### config.mk
export PLATFORM = sky130hd
export DESIGN_NAME = branch_redirect_unit
export DESIGN_NICKNAME = d
export VERILOG_FILES = /design/src/rtl/branch_redirect_unit.sv
export SDC_FILE = /design/constraint.sdc
export NUM_CORES = 1
export LEC_CHECK = 0
export BUFFER_PORTS_ARGS = -buffer_cell sky130_fd_sc_hd__buf_2
export CAP_MARGIN = 20
export CORE_MARGIN = 2
export CORE_UTILIZATION = 25
export CTS_BUF_LIST = sky130_fd_sc_hd__clkbuf_2 sky130_fd_sc_hd__clkbuf_4 sky130_fd_sc_hd__clkbuf_8
export DETAILED_ROUTE_END_ITERATION = 10
export HOLD_SLACK_MARGIN = 0.12
export PLACE_DENSITY_LB_ADDON = 0.3
export SYNTH_ARGS = -nofsm -noshare
export SYNTH_HDL_FRONTEND = slang
export SYNTH_SLANG_ARGS = --single-unit
### constraint.sdc
create_clock -name CLK -period 2.05 [get_ports CLK]
set_input_delay 0.1025 -clock CLK [delete_from_list [all_inputs] [get_ports CLK]]
set_output_delay 0.1025 -clock CLK [all_outputs]
set_load 0.005 [all_outputs]
### src/rtl/branch_redirect_unit.sv
// branch_redirect_unit: owns the fetch PC, resolves branches/jumps from execute,
// and holds a registered flush for FLUSH_CYCLES cycles after each taken redirect.
// Optional feature macro: BRANCH_STATS_EN adds saturating taken/not-taken counters
// on TAKEN_CNT / NOT_TAKEN_CNT. Without the macro those ports do not exist.
module branch_redirect_unit #(
   parameter int unsigned     XLEN         = 32,
   parameter logic [XLEN-1:0] RESET_PC     = '0,
   parameter int unsigned     FLUSH_CYCLES = 2
) (
   input  logic            CLK,
   input  logic            RST_N,
   input  logic            STALL,
   input  logic            BR_VALID,
   input  logic            JUMP,
   input  logic            JALR,
   input  logic [2:0]      FUNCT3,
   input  logic            EQ,
   input  logic            LT,
   input  logic            LTU,
   input  logic [XLEN-1:0] PC_EX,
   input  logic [XLEN-1:0] IMM,
   input  logic [XLEN-1:0] RS1,
   output logic [XLEN-1:0] PC,
   output logic            FLUSH,
   output logic            BR_TAKEN,
   output logic            MISALIGN
`ifdef BRANCH_STATS_EN
   ,
   output logic [15:0]     TAKEN_CNT,
   output logic [15:0]     NOT_TAKEN_CNT
`endif
);

   typedef enum logic {StRun, StFlush} state_e;

   // Counter loads FLUSH_CYCLES-1 so FLUSH stays high for exactly FLUSH_CYCLES cycles.
   localparam logic [1:0] CntInit = 2'(FLUSH_CYCLES - 1);

   state_e          state_q;
   logic [1:0]      cnt_q;
   logic [XLEN-1:0] pc_q;
   logic            flush_q;
   logic            br_taken_q;
   logic            misalign_q;

   logic            cond;
   logic            in_run;
   logic            take;
   logic            redirect;
   logic            misaligned;
   logic [XLEN-1:0] jalr_sum;
   logic [XLEN-1:0] target;
   logic [XLEN-1:0] pc_inc;

   // Branch condition decode; unused encodings are never taken.
   always_comb begin
      cond = 1'b0;
      case (FUNCT3)
         3'b000:  cond = EQ;
         3'b001:  cond = ~EQ;
         3'b100:  cond = LT;
         3'b101:  cond = ~LT;
         3'b110:  cond = LTU;
         3'b111:  cond = ~LTU;
         default: cond = 1'b0;
      endcase
   end

   // Target selection and take/misalign qualification; wrap-around is silent.
   always_comb begin
      jalr_sum   = RS1 + IMM;
      target     = PC_EX + IMM;
      if (JUMP && JALR) begin
         target = {jalr_sum[XLEN-1:1], 1'b0};
      end
      in_run     = (state_q == StRun);
      // Instructions in execute during a flush are wrong-path, so only RUN may take.
      take       = BR_VALID & in_run & (JUMP | cond);
      misaligned = take & target[1];
      redirect   = take & ~target[1];
      pc_inc     = pc_q + XLEN'(4);
   end

   // PC/flush FSM with registered outputs; redirect beats STALL, STALL beats increment.
   always_ff @(posedge CLK or negedge RST_N) begin
      if (!RST_N) begin
         state_q    <= StRun;
         cnt_q      <= 2'd0;
         pc_q       <= RESET_PC;
         flush_q    <= 1'b0;
         br_taken_q <= 1'b0;
         misalign_q <= 1'b0;
      end else begin
         br_taken_q <= redirect;
         misalign_q <= misaligned;
         case (state_q)
            StRun: begin
               if (redirect) begin
                  pc_q    <= target;
                  cnt_q   <= CntInit;
                  state_q <= StFlush;
                  flush_q <= 1'b1;
               end else if (!STALL) begin
                  pc_q <= pc_inc;
               end
            end
            StFlush: begin
               if (!STALL) begin
                  pc_q <= pc_inc;
               end
               if (cnt_q == 2'd0) begin
                  state_q <= StRun;
                  flush_q <= 1'b0;
               end else begin
                  cnt_q <= cnt_q - 2'd1;
               end
            end
         endcase
      end
   end

   assign PC       = pc_q;
   assign FLUSH    = flush_q;
   assign BR_TAKEN = br_taken_q;
   assign MISALIGN = misalign_q;

`ifdef BRANCH_STATS_EN
   logic [15:0] taken_cnt_q;
   logic [15:0] not_taken_cnt_q;
   logic        not_taken_ev;

   // A resolved conditional branch in RUN whose condition is false.
   assign not_taken_ev = BR_VALID & in_run & ~JUMP & ~cond;

   // Saturating statistics counters.
   always_ff @(posedge CLK or negedge RST_N) begin
      if (!RST_N) begin
         taken_cnt_q     <= 16'd0;
         not_taken_cnt_q <= 16'd0;
      end else begin
         if (redirect && (taken_cnt_q != 16'hFFFF)) begin
            taken_cnt_q <= taken_cnt_q + 16'd1;
         end
         if (not_taken_ev && (not_taken_cnt_q != 16'hFFFF)) begin
            not_taken_cnt_q <= not_taken_cnt_q + 16'd1;
         end
      end
   end

   assign TAKEN_CNT     = taken_cnt_q;
   assign NOT_TAKEN_CNT = not_taken_cnt_q;
`endif

endmodule

## Word-level counts from Yosys, hierarchy flattened

Index checks and enable logic that the tools add are counted.

- Register bits after elaboration: 38
- Latch bits: 0
- RAM bits: 0
- Memory bits (read-only): 0
- Bits of input ports: 108
- Output and inout port bits: 35
- Word-level logic and storage cells: 47
- Memories: 0

- Add/sub/neg operators: 4
- Multiply operators: 0
- Divide/modulo/power cells: 0
- $lt $le $gt $ge: 0
- Equal/unequal tests: 8
- Shift-type cells: 0
- Mux-type cells: 14
- Bitwise operators: 10
- Reductions and logical operators: 5

Operator list:

| cell | number |
|---|---|
| 32-bit 2-to-1 mux | 3 |
| 32-bit adder | 2 |
| 32-bit case mux with 2 select lines | 1 |
| 32-bit by 3-bit adder with 32-bit output (second input constant) | 1 |
| 3-bit == test (second input constant) | 4 |
| 1-bit case mux with 6 select lines | 1 |
| 1-bit inverter | 5 |
| 1-bit bitwise AND | 4 |
| 1-bit 2-to-1 mux | 4 |
| 2-bit 2-to-1 mux | 2 |
| 2-bit by 1-bit != test with 1-bit output (second input constant) | 2 |
| 1-bit case mux with 2 select lines | 2 |
| 2-bit case mux with 2 select lines | 1 |
| 2-bit AND reduction | 2 |
| 3-bit by 1-bit == test with 1-bit output (second input constant) | 1 |
| 3-bit zero test | 1 |
| 2-bit zero test | 1 |
| 2-bit != test (second input constant) | 1 |
| 2-bit by 1-bit subtractor with 2-bit output (second input constant) | 1 |
| 1-bit logical AND | 1 |
| 1-bit bitwise OR | 1 |

## Logic depth before layout (Yosys ltp)

- Depth after elaboration: 7
- Depth in mapped cells: 12
- Depth with buffers taken out: 11

## Least setup slack after synthesis

No wires, ideal clock.

- Kind: input to register
- Start: in IMM[12]
- End: reg pc_q[30] (netlist: PC[30])
- Library setup time: 130 ps
- Arrival time: 2401 ps
- Required time: 1920 ps
- Slack: -482 ps
- Stages on the path: 9
- Path buffers: 1
- Cell sequence: ha_1 > and3_4 > buf_6 > a221o_1 > or4_4 > and4b_1 > or4_1 > a32oi_1 > o21ai_1

- Cells in the longest elaborated chain, start to end: 4
- Elaborated cells on any way between the ends: 5
- Those cells by class: add/sub: 2; mux: 3

Ends and longest elaborated chain:

| element | line | RTL |
|---|---|---|
| start: declaration | 21 | `input logic [XLEN-1:0] IMM,` |
| 32-bit adder (on tied branches) | 72, 71 |  |
| 32-bit 2-to-1 mux (*) | 73 | `if (JUMP && JALR) begin` |
| 32-bit 2-to-1 mux (*) | 98 | `if (redirect) begin` |
| 32-bit case mux with 2 select lines (*) | 96 | `case (state_q)` |
| end signal: assignment | 99 | `pc_q <= target;` |
| end signal: assignment | 104 | `pc_q <= pc_inc;` |
| end signal: assignment | 109 | `pc_q <= pc_inc;` |
| end: declaration | 41 | `logic [XLEN-1:0] pc_q;` |

Mark *: on every way between the ends. The rest lies on a longest branch, timed or not.
A chain may end at the register's enable or synchronous reset.

## Final worst setup path

- Start: in IMM[0]
- End: reg pc_q[30] (netlist: PC[30])

- Cells in the longest elaborated chain, start to end: 6
- Elaborated cells on any way between the ends: 7
- Those cells by class: add/sub: 2; mux: 3; bitwise: 2

Ends and longest elaborated chain:

| element | line | RTL |
|---|---|---|
| 32-bit adder (on tied branches) | 72, 71 |  |
| 32-bit 2-to-1 mux (*) | 73 |  |
| 1-bit inverter | 80 | `redirect = take & ~target[1];` |
| 1-bit bitwise AND | 80 |  |
| 32-bit 2-to-1 mux (*) | 98 |  |
| 32-bit case mux with 2 select lines (*) | 96 |  |

Marks and branches as above.

==> results.yml <==
sta:
  setup_viol: 10
  fin_ws_ns: -0.201
  worst_pin_slew_ns: 0.897
  slew_violations: 0
  period_minus_slack_ns: 2.25
  rsz0062_at_grt: "true"
  hold_viol_final: 0
  finalClockSkew_ns: 0.00583
  post-route-period-util_pct: 110
  fmax_mhz: 444
  relSlewSlack_pct: 40.2
place:
  gp_congestion: 0.897
  hpwl_mm: 17.7
  dp_slack_ns: -0.693
  portBuffers: 142
  placed_cell_area_mm2: 0.00838
floorplan:
  initial_utilization_pct: 25.5
  core_area_mm2: 0.0218
  rows: 54
  die_h_um: 153
  die-width_um: 153
  die_area_mm2: 0.0235
  io_pins: 143
cells_and_area:
  area_delta_synth_final_pct: 69.4
  antennaDiodeCount: 0
  stdcell_area_mm2: 0.00943
  final_nets: 1246
  layout-drive-gt1-share_pct: 47.1
synth:
  syn-cell-area_mm2: 0.00557
  ys_seq_area_share_pct: 17.1
  synth_fp_nets: 896
  yosysMostFrequentCell: "a21oi_1"
  yosys-top-cells-area: "dfrtp_1 (17%), ha_1 (14%), a21oi_1 (7.3%)"
  ys_ff_latch: 38
  postSynthAreaPerCell_um2: 7.70
  async_flop_share_pct: 100
  synth_top_area_cell: "dfrtp_1"
  synth_edf_count: 0
  ys_types: 74
  yosysTopAreaCellShare_pct: 17.1
  netlist_top_cells_count: "a21oi_1 (81), nand2_1 (66), ha_1 (63)"
  ys.flop_type: "dfrtp_1"
  yosysWarnings: 0
  synthCells: 723
worst_setup_path:
  crit_path_max_fanout: 2
  worstSetupStartpointType: "primary input"
  crit_arrival_ns: 2.43
  crit_path_max_incr_delay_ns: 0.51
  path_class: "primary input to register"
  end_kind: "register"
  required_ns: 2.23
  crit_chain: "buf_8, buf_6, nand2_4, fa_2, nor2b_4, o31ai_4, a21oi_2, or4_4, and4b_1, or4_1, a32oi_1, o21ai_1"
  crit_path_top_delay_cell: "or4_4"
drt:
  totalWireLength_mm: 22.2
  ant_nets: 0
  drt-initial-drc-count: 332
  vias: 6786
  post-route-drc-count: 0
  routedWlPerCell_um: 16.4
  firstDrtPassIters: 5
  post_drt_via_cell_ratio: 5.02
cts:
  htree_levels: 2
  cts_tree: "yes"
  cts_buffers: 5
  clk_pin_slew_worst_paths_ns: 0.07
  clkSinkCount: 38
  cts_buffer_depth: 2
  insertion_delay_ns: 0.29
  cts.root.buffer_cell: "clkbuf_8"
global_routing:
  grt_max_degree: 39
  gr-usage-all-layers_pct: 18.0
  overflow: 0
  grt_pass1_vias: 6603
  antenna_found_initial: 0
  grt_pass1_wl_mm: 34.2
power_and_ir_drop:
  finalPower_uw: 5890
  p_leak_uw: 0.00433
  vdd_ir_drop_max_v: 0.000246
  power_density_mw_per_mm2: 625
outcome:
  failed_checks: "setup timing"
  status: "finished, violations left"
job:
  cap_violations: 0
worst_hold_path:
  min-delay-path-class: "primary input to register"
## what timing repair did
item,CTS,global route
hold buffers,1,0
pin swaps,51,73
buffers inserted,5,13
resized for setup,86,94
endpoints found under the hold margin,38,0
endpoints found under the setup margin,17,22
## flip-flops by register name (all words and copies together), names as in the netlist
| signal | count |
|---|---|
| FLUSH | 1 |
| cnt_q | 2 |
| PC | 32 |
| state_q | 1 |
| MISALIGN | 1 |
| BR_TAKEN | 1 |
## routing by layer
layer / track usage [%] / vias to the layer above / wire length (µm)
met3: 1.45 / 26 / 667
met5: 0 / - / 0
li1: - / 3411 / -
met2: 29.8 / 171 / 10400
met4: 4.59 / 0 / 426
met1: 25.2 / 3178 / 10700
## layout by cell type, fill, tap and decap left out, types with 21 or more instances in the layout
master	Yosys	routed
a21o_1	23	23
a21oi_1	81	61
buf_2	2	130
buf_4	0	201
buf_6	1	25
dfrtp_1	38	38
ha_1	63	35
ha_4	0	25
nand2_1	66	64
nand3_1	27	21
nor2_1	46	44
o21ai_0	48	31
xnor2_1	39	34
xor2_1	32	29
## cell type report
type | instances | area (µm²)
sequential | 38 | 951
multi-input combinational | 640 | 5360
clock buffer | 7 | 83.8
inverter | 22 | 82.6
fill | 2189 | 12400
timing repair buffer | 366 | 2600
tap | 280 | 350
## report_power, final
group	internal [µW]	total [µW]	switching, µW
Clock	261	521	260
Sequential	1100	1440	344
Combinational	2020	3930	1910
## critical path: cells and delay by family
| family | cells | cell delay (ns) |
|---|---|---|
| and+or+nand+nor | 5 | 1.22 |
| AOI/OAI and AO/OA | 4 | 0.64 |
| adders and majority gates | 1 | 0.23 |
| buffers and inverters | 2 | 0.22 |
## metrics by stage
| stage | setup TNS (ns) | util (%) | hold WS (ns) | instances |
|---|---|---|---|---|
| after floorplan | -0.809 | - | -0.193 | 723 |
| after global placement | -11.54 | 38.4 | 0.291 | 1332 |
| after detailed placement | -11.95 | 38.4 | 0.290 | 1332 |
| after global routing | -1.86 | 43.2 | 0.180 | 1353 |
| final | -0.945 | 43.2 | 0.168 | 1353 |
| after CTS | -0.906 | 40.7 | 0.158 | 1343 |
## final timing paths
path,start,endpoint,slack [ns],cells after the start
max in group asynchronous,RST_N,PC[26],1.01,2
hold / removal,PC_EX[0],PC[0],0.17,4
setup reg to reg,PC[2],PC[30],-0.01,10
min in group asynchronous,RST_N,PC[2],0.48,2
hold reg to reg,PC[0],PC[0],0.47,2
setup / recovery,IMM[0],PC[30],-0.20,12
## kinds of logic (layout without fill, tap and decap cells)
logic type / after synthesis / in the layout / share of synthesized area [%]
compound gates: 254 / 254 / 29.5
buf+inv: 45 / 395 / 3.21
flops: 38 / 38 / 17.1
simple gates: 240 / 240 / 22.2
mux: 10 / 10 / 1.87
fa+ha+maj: 65 / 65 / 14.9
xor+xnor: 71 / 71 / 11.2
(Power assumes the default switching activity.)
